`src/rtl/mips_pipeline_mem_access_pkg.sv`:
```
// rtl/mips_pipeline_mem_access_pkg.sv - shared size codes, FSM encoding and bus widths
package mips_pipeline_mem_access_pkg;

  localparam int BUS_ADDR_W = 32;
  localparam int BUS_DATA_W = 32;
  localparam int BUS_BE_W   = 4;

  localparam logic [1:0] SIZE_BYTE = 2'd0;
  localparam logic [1:0] SIZE_HALF = 2'd1;
  localparam logic [1:0] SIZE_WORD = 2'd2;

  typedef enum logic [1:0] {
    ST_IDLE = 2'd0,
    ST_REQ  = 2'd1,
    ST_DONE = 2'd2
  } state_t;

  // Size code 3 is illegal and always reported as a fault.
  function automatic logic is_misaligned(input logic [1:0] size, input logic [1:0] lo);
    logic bad;
    case (size)
      SIZE_BYTE: bad = 1'b0;
      SIZE_HALF: bad = lo[0];
      SIZE_WORD: bad = |lo;
      default:   bad = 1'b1;
    endcase
    return bad;
  endfunction

endpackage

```
`src/rtl/mips_mem_lane.sv`:
```
// rtl/mips_mem_lane.sv - big-endian byte-lane steering for stores and load extraction/extension
module mips_mem_lane
  import mips_pipeline_mem_access_pkg::*;
(
  input  logic [1:0]            addr_lo,
  input  logic [1:0]            size,
  input  logic                  is_signed,
  input  logic [BUS_DATA_W-1:0] store_data,
  input  logic [BUS_DATA_W-1:0] rd_data,
  output logic [BUS_BE_W-1:0]   byte_en,
  output logic [BUS_DATA_W-1:0] wr_data,
  output logic [BUS_DATA_W-1:0] load_data
);

  logic [7:0]  sel_byte;
  logic [15:0] sel_half;

  // Offset k lives on lane 3-k, so offset 0 is the most significant byte.
  always_comb begin
    case (addr_lo)
      2'd0:    sel_byte = rd_data[31:24];
      2'd1:    sel_byte = rd_data[23:16];
      2'd2:    sel_byte = rd_data[15:8];
      default: sel_byte = rd_data[7:0];
    endcase
    sel_half = addr_lo[1] ? rd_data[15:0] : rd_data[31:16];
  end

  always_comb begin
    byte_en   = '0;
    wr_data   = '0;
    load_data = '0;
    case (size)
      SIZE_BYTE: begin
        byte_en   = 4'b1000 >> addr_lo;
        wr_data   = {4{store_data[7:0]}};
        load_data = {{24{is_signed & sel_byte[7]}}, sel_byte};
      end
      SIZE_HALF: begin
        byte_en   = addr_lo[1] ? 4'b0011 : 4'b1100;
        wr_data   = {2{store_data[15:0]}};
        load_data = {{16{is_signed & sel_half[15]}}, sel_half};
      end
      SIZE_WORD: begin
        byte_en   = 4'b1111;
        wr_data   = store_data;
        load_data = rd_data;
      end
      default: ;
    endcase
  end

endmodule

```
`src/rtl/mips_pipeline_mem_access.sv`:
```
// rtl/mips_pipeline_mem_access.sv - MEM stage: one req/ack bus transaction per load/store, stalls while pending
module mips_pipeline_mem_access
  import mips_pipeline_mem_access_pkg::*;
(
  input  logic                  clock,
  input  logic                  reset,
  input  logic                  exValid,
  input  logic                  memRead,
  input  logic                  memWrite,
  input  logic [1:0]            memSize,
  input  logic                  memSigned,
  input  logic [BUS_ADDR_W-1:0] address,
  input  logic [BUS_DATA_W-1:0] storeData,
  output logic                  busReq,
  output logic                  busWe,
  output logic [BUS_ADDR_W-1:0] busAddr,
  output logic [BUS_BE_W-1:0]   busByteEn,
  output logic [BUS_DATA_W-1:0] busWData,
  input  logic                  busAck,
  input  logic [BUS_DATA_W-1:0] busRData,
  output logic [BUS_DATA_W-1:0] memOut,
  output logic                  stall,
  output logic                  fault
);

  state_t state, state_nxt;

  logic access;
  logic misalign;
  logic in_idle;

  logic [1:0] req_lo;
  logic [1:0] req_size;
  logic       req_signed;
  logic       req_write;

  logic [1:0]            lane_lo;
  logic [1:0]            lane_size;
  logic                  lane_signed;
  logic [BUS_BE_W-1:0]   lane_be;
  logic [BUS_DATA_W-1:0] lane_wd;
  logic [BUS_DATA_W-1:0] lane_ld;

  assign access   = exValid & (memRead | memWrite);
  assign misalign = is_misaligned(memSize, address[1:0]);
  assign in_idle  = (state == ST_IDLE);
  assign stall    = access & ~misalign & (state != ST_DONE);

  // Live fields steer store lanes at capture; captured fields steer load extraction.
  assign lane_lo     = in_idle ? address[1:0] : req_lo;
  assign lane_size   = in_idle ? memSize      : req_size;
  assign lane_signed = in_idle ? memSigned    : req_signed;

  mips_mem_lane u_lane (
    .addr_lo    (lane_lo),
    .size       (lane_size),
    .is_signed  (lane_signed),
    .store_data (storeData),
    .rd_data    (busRData),
    .byte_en    (lane_be),
    .wr_data    (lane_wd),
    .load_data  (lane_ld)
  );

  always_comb begin
    state_nxt = state;
    case (state)
      ST_IDLE: if (access && !misalign) state_nxt = ST_REQ;
      ST_REQ:  if (busAck) state_nxt = ST_DONE;
      ST_DONE: state_nxt = ST_IDLE;
      default: state_nxt = ST_IDLE;
    endcase
  end

  always_ff @(posedge clock or posedge reset) begin
    if (reset) begin
      state      <= ST_IDLE;
      busReq     <= 1'b0;
      busWe      <= 1'b0;
      busAddr    <= '0;
      busByteEn  <= '0;
      busWData   <= '0;
      memOut     <= '0;
      fault      <= 1'b0;
      req_lo     <= '0;
      req_size   <= '0;
      req_signed <= 1'b0;
      req_write  <= 1'b0;
    end else begin
      state <= state_nxt;
      fault <= 1'b0;
      case (state)
        ST_IDLE: begin
          if (access) begin
            if (misalign) begin
              fault <= 1'b1;
            end else begin
              busReq     <= 1'b1;
              busWe      <= memWrite;
              busAddr    <= {address[BUS_ADDR_W-1:2], 2'b00};
              busByteEn  <= memWrite ? lane_be : 4'b1111;
              busWData   <= memWrite ? lane_wd : '0;
              req_lo     <= address[1:0];
              req_size   <= memSize;
              req_signed <= memSigned;
              req_write  <= memWrite;
            end
          end
        end
        ST_REQ: begin
          if (busAck) begin
            busReq <= 1'b0;
            busWe  <= 1'b0;
            memOut <= req_write ? '0 : lane_ld;
          end
        end
        default: ;
      endcase
    end
  end

endmodule

```
`config.mk`:
```
export PLATFORM = sky130hd
export DESIGN_NAME = mips_pipeline_mem_access
export DESIGN_NICKNAME = d
export VERILOG_FILES = /design/src/rtl/mips_pipeline_mem_access_pkg.sv /design/src/rtl/mips_mem_lane.sv /design/src/rtl/mips_pipeline_mem_access.sv
export SDC_FILE = /design/constraint.sdc
export NUM_CORES = 1
export LEC_CHECK = 0
export ABC_AREA = 1
export CAP_MARGIN = 25
export CORE_MARGIN = 3
export CORE_UTILIZATION = 48
export CTS_CLUSTER_SIZE = 12
export DETAILED_ROUTE_END_ITERATION = 7
export PLACE_DENSITY = 0.86
export SLEW_MARGIN = 20
export SYNTH_ARGS = -nofsm -noshare
export SYNTH_HDL_FRONTEND = slang
export SYNTH_SLANG_ARGS = --single-unit
```
`constraint.sdc`:
```
create_clock -name clock -period 7.87 [get_ports clock]
set_input_delay 1.1805 -clock clock [delete_from_list [all_inputs] [get_ports clock]]
set_output_delay 1.1805 -clock clock [all_outputs]
set_load 0.05 [all_outputs]
```
Yosys cells after proc, flatten, opt, wreduce, memory -nomap -nowiden

Index checks and enable logic that the tools add are counted.

Flip-flop bits (word level): 109
Input bits: 105
Output and inout port bits: 104
Logic and storage cells: 70

Equal/unequal tests: 12
Shift operators: 1
Mux-type cells: 26
Bitwise gates (word level): 7
Reductions and logical operators: 12

Operator list:

| operator            | number |
|---|---|
| $pmux 32 s3         | 2 |
| $mux 32             | 2 |
| $pmux 8 s3          | 1 |
| $mux 16             | 1 |
| $pmux 4 s3          | 1 |
| $mux 1              | 9 |
| $eq 2x1->1 const B  | 4 |
| $logic_not 2->1     | 4 |
| $mux 2              | 4 |
| $mux 4              | 2 |
| $ne 2x2->1 const B  | 4 |
| $eq 2x2->1 const B  | 3 |
| $and 1x1->1         | 5 |
| $pmux 1 s2          | 2 |
| $pmux 2 s2          | 1 |
| $reduce_and 2->1    | 2 |
| $reduce_and 4->1    | 1 |
| $shr 4x2->4 const A | 1 |
| $pmux 1 s3          | 1 |
| $reduce_and 3->1    | 1 |
| $ne 2x1->1 const B  | 1 |
| $reduce_bool 2->1   | 1 |
| $reduce_or 2->1     | 1 |
| $logic_and 1x1->1   | 1 |
| 3 further kinds     | 3 |

Depth between registers and ports, before layout

Depth in word-level cells: 7
Gate-level depth with buffers: 14
Mapped depth without buffers: 12

Cells and area by module

From an unflattened synthesis, not the netlist that was laid out.

Cell total of the unflattened synthesis: 819
Area, all modules: 5941.9 um2

Modules (own cells, without submodules):

| module                   | instances | cells each | area an instance (um2) | sequential area each (um2) |
|---|---|---|---|---|
| mips_pipeline_mem_access | 1         | 542        | 4690.7                 | 2727.6 |
| mips_mem_lane            | 1         | 277        | 1251.2                 | 0.0 |

Worst setup path after synthesis

Ideal clock, no wire load.

Kind: input to output
Start point: input port address[0]
End point: output port stall
Arrival: 2603 ps
Path slack: 4087 ps
Stages on the path: 3
Buffers on the path: 0
Path through: inv_1 nand3_1 a221oi_1

Word-level cells in the longest chain between the ends: 5

Ends and longest elaborated chain:

| item                         | RTL line                           | RTL |
|---|---|---|
| from (decl)                  | mips_pipeline_mem_access.sv:12     | `input logic [BUS_ADDR_W-1:0] address,` |
| $reduce_or 2->1              | mips_pipeline_mem_access_pkg.sv:24 | `SIZE_WORD: bad = \|lo;` |
| $pmux 1 s3 *                 | mips_pipeline_mem_access_pkg.sv:21 | `case (size)` |
| $not 1->1 (no source line) * | --                                 |  |
| $and 1x1->1 * (2 in series)  | mips_pipeline_mem_access.sv:47     | `assign stall = access & ~misalign & (state != ST_DONE);` |
| to (decl)                    | mips_pipeline_mem_access.sv:22     | `output logic stall,` |

Every way passes the cells marked *; elsewhere a longest branch is shown, timed or not.

Final worst setup path

Ends and elaborated chain as after synthesis.

==> PnR_summary.wiki <==
{| class="wikitable"
! Metric !! Value
|-
| Run status || finished clean
|-
| Fill cell count || between 800 and 900
|-
| Post-synthesis compound-gate area fraction || roughly 7.7%
|-
| DRC violation total after the first TritonRoute iteration || between 300 and 400
|-
| Share of power burned in registers || a little under a third
|-
| Largest cells by area after synthesis || sky130_fd_sc_hd__dfrtp_1, sky130_fd_sc_hd__nand2_1, sky130_fd_sc_hd__inv_1, sky130_fd_sc_hd__o21ai_0, sky130_fd_sc_hd__nand3_1
|-
| Die span in x || around 110 um
|-
| Leading cell type by number of instances after synthesis || sky130_fd_sc_hd__nand2_1
|-
| Wirelength, routed || between 15,000 and 20,000 um
|-
| Power consumption || approximately 2600 uW
|-
| Nets@finish || approximately 1,100
|-
| Initial antenna violation count || 0
|-
| Clock share of power || between 15 and 20%
|-
| Post-synthesis to final-layout area growth || 43.0%
|-
| Multiplexer area fraction after synthesis || 0%
|-
| Maximum clock rate || between 200 and 250 MHz
|-
| Critical path required time || roughly 6.7 ns
|-
| Total of flip-flops plus latches after synthesis || 109
|-
| Total routing usage reported by global routing || between 20% and 30%
|-
| Detailed-route wire length per cell || 15.0 um
|-
| Sinks on Clock Net || around 110
|-
| Post-cts repair resize count || 0
|-
| DRC violation count after routing || 0
|-
| RSZ-0062 raised after global routing || no
|-
| Number of distinct library cell variants in the gate-level netlist after synthesis || 28
|-
| Critical Path Fanout Max || 4
|-
| Largest net degree at the start of global routing || 76
|-
| Root buf cell || sky130_fd_sc_hd__clkbuf_16
|-
| Clock-pin transition on the worst setup and hold timing paths || ~0.080 ns
|-
| Post-Synthesis Cell Area || roughly 5500 um2
|-
| Gate count of the mapped netlist || between 700 and 800
|-
| Number of global-route vias before repair || approximately 5,400
|-
| Largest area contributor in the netlist || sky130_fd_sc_hd__dfrtp_1
|-
| H-tree depth || 3
|-
| Comb pwr share || between 50% and 60%
|-
| Internal power contribution || 1360 uW
|-
| Vert. Die Dim || around 110 um
|-
| XOR/XNOR share of the synthesized area || 0%
|-
| Classification of the worst setup path || in -> out
|-
| Wire length of the first global-routing pass || approximately 27,000 um
|-
| Final setup TNS || 0 ns
|-
| Number of buffers on the longest clock path || 2
|-
| Initial DRT Pass Iterations || 4
|-
| Placed wire-length estimate after detailed placement || 11,800 um
|-
| Share of the clock period used by the worst path || between 50% and 60%
|-
| Cell Rows || 38
|-
| Type of the most critical hold path || reg -> reg
|-
| Post-synth EDFFs || 0
|-
| Clock tree from TritonCTS || done
|-
| Post-layout min period || between 4 and 5 ns
|-
| Overall via count from detail_route || around 5,500
|-
| Setup bufs post-CTS || 0
|-
| Cell types with the highest counts after synthesis || sky130_fd_sc_hd__nand2_1, sky130_fd_sc_hd__dfrtp_1, sky130_fd_sc_hd__inv_1
|-
| Layout cells sized above 1 || roughly 4.6%
|-
| Number of setup violations in the final report || 0
|-
| Fraction of power spent switching nets || 47.1%
|-
| Max_slew headroom || roughly two fifths
|-
| Floorplan core area || around 11,000 um2
|-
| Final weighted congestion in routability-driven placement || 0.872
|-
| Setup slack of the worst register-to-register path || 4.94 ns
|-
| Worst-Margin Slew || 0.897 ns
|-
| Detailed-route vias per instance || around 5
|-
| Mean cell area of the mapped netlist || ~7.2 um2
|-
| Worst clock skew on the final layout || between 0.009 and 0.01 ns
|-
| Data arrival at the endpoint of the critical path || 2.96 ns
|-
| Leak Pwr || slightly above 0.004 uW
|-
| Initial Utilization || 49.9%
|-
| GR Overflow Total || 0
|-
| Count of final hold-check violations || 0
|-
| TritonCTS Buffers || 9
|-
| Number of ports placed on the die boundary || 209
|-
| Post-Synth Adder-Cell Area || 0%
|-
| Nature of the critical path endpoint || output pin
|-
| Clock Latency Late Sink || approximately 0.35 ns
|-
| Area share of the leading cell type in the synthesized netlist || 49.6%
|-
| Number of antenna diodes || 0
|-
| Number of slew-limit violations in the final report || 0
|-
| Primary flip-flop cell chosen by synthesis mapping || sky130_fd_sc_hd__dfrtp_1
|-
| Simple-gate portion of the synthesized area || about a third
|-
| FFs w/ async S/R, synth || 100%
|-
| Power density over the cells || around 330 nW/um2
|-
| Antenna viol nets, final || 0
|-
| Sequential element share of the synthesized area || between 40% and 50%
|-
| Max-Cap Viols || 0
|-
| Combinational family with the most area after synthesis || simple AND/OR/NAND/NOR gates
|-
| Die area || around 13,000 um2
|-
| Maximum vdd ir drop || a little under 0.0002 V
|-
| Count of port buffers added during placement || approximately 210
|-
| Net switching power || between 1000 and 1500 uW
|-
| CTS Hold Bufs || 0
|-
| Yosys warning count || 0
|-
| Type of element launching the critical path || input pin
|}
-- critical path, cell delays in order --
cell,delay [ns]
sky130_fd_sc_hd__clkdlybuf4s50_1,0.41
sky130_fd_sc_hd__inv_1,0.11
sky130_fd_sc_hd__nand3_1,0.11
sky130_fd_sc_hd__a221oi_1,0.28
sky130_fd_sc_hd__clkdlybuf4s50_1,0.86
-- sequential cells by signal, indices dropped and copies added, names as in the netlist --
register	cells
req_write	1
state	2
req_lo	2
fault	1
busWe	1
memOut	32
req_size	2
busByteEn	4
busWData	32
req_signed	1
busReq	1
busAddr	30
-- per-layer routing --
layer / vias up / routed length, um / global-route usage [%]
li1: 2697 / - / -
met4: 0 / 376 / 9.05
met1: 2508 / 6630 / 32.9
met3: 31 / 1560 / 7.49
met2: 244 / 7860 / 42.4
met5: - / 0 / 0
-- final timing paths --
path / from / endpoint / cells after the start
setup / recovery: address[0] / stall / 5
hold / removal: busReq / busReq / 2
setup reg to reg: state[0] / busWData[31] / 9
hold reg to reg: busReq / busReq / 2
max in group asynchronous: reset / state[1] / 3
min in group asynchronous: reset / memOut[1] / 2
-- per-stage QoR --
step                      cell area, um2  util, %  cells  setup WS (ns)  hold WS [ns]
after floorplan                     5510        -    762           3.82         0.453
after detailed placement            7570     68.6   1076           3.72         0.464
after global routing                7870     71.3   1092           3.62         0.503
after CTS                           7870     71.3   1092           3.73         0.485
after global placement              7570     68.6   1076           3.74         0.458
final                               7870     71.3   1092           3.73         0.481
-- placed cells by master, fill, tap and decap left out --
cell and n:
sky130_fd_sc_hd__clkbuf_1 1, sky130_fd_sc_hd__nor3_1 1, sky130_fd_sc_hd__dfrtp_1 109, sky130_fd_sc_hd__clkinv_4 1
sky130_fd_sc_hd__inv_1 54, sky130_fd_sc_hd__nor2_2 2, sky130_fd_sc_hd__nand2_1 419, sky130_fd_sc_hd__clkinv_8 1
sky130_fd_sc_hd__a221oi_1 1, sky130_fd_sc_hd__nand3_1 28, sky130_fd_sc_hd__nand3_2 1, sky130_fd_sc_hd__buf_4 4
sky130_fd_sc_hd__conb_1 2, sky130_fd_sc_hd__nand2_2 8, sky130_fd_sc_hd__a22o_1 8, sky130_fd_sc_hd__inv_8 2
sky130_fd_sc_hd__nand3_4 1, sky130_fd_sc_hd__clkdlybuf4s50_1 206, sky130_fd_sc_hd__o21ai_0 40, sky130_fd_sc_hd__a31oi_1 1
sky130_fd_sc_hd__nand2_4 2, sky130_fd_sc_hd__inv_4 1, sky130_fd_sc_hd__o21ai_1 5, sky130_fd_sc_hd__o22ai_1 4
sky130_fd_sc_hd__a211oi_4 1, sky130_fd_sc_hd__inv_6 2, sky130_fd_sc_hd__nor2_4 1, sky130_fd_sc_hd__o21ai_2 2
sky130_fd_sc_hd__nor2_1 19, sky130_fd_sc_hd__a21oi_1 10, sky130_fd_sc_hd__clkinv_2 1, sky130_fd_sc_hd__inv_2 5
sky130_fd_sc_hd__clkbuf_16 9
-- final cells by class --
class | count | area [um2] | area share (%)
clock inverters | 6 | 65.1 | 0.827
well taps | 140 | 175 | 2.23
clock buffers | 10 | 229 | 2.91
flip-flops and latches | 109 | 2730 | 34.7
multi-input cells | 556 | 2340 | 29.8
repair buffers | 210 | 2090 | 26.6
inverters | 61 | 233 | 2.96
-- power by group through the flow --
stage	combinational (uW)	clock (uW)	sequential, uW
detailed placement	1320	0	818
floorplan	342	0	1330
finish	1310	451	814
CTS	1320	459	814
global route	1400	482	835
global placement	1300	0	816
-- kinds of logic after synthesis --
family                 Yosys count
and+or+nand+nor                482
other                            1
AOI/OAI and AO/OA               72
buffers and inverters           97
DFF                            109
(Power assumes the default switching activity.)
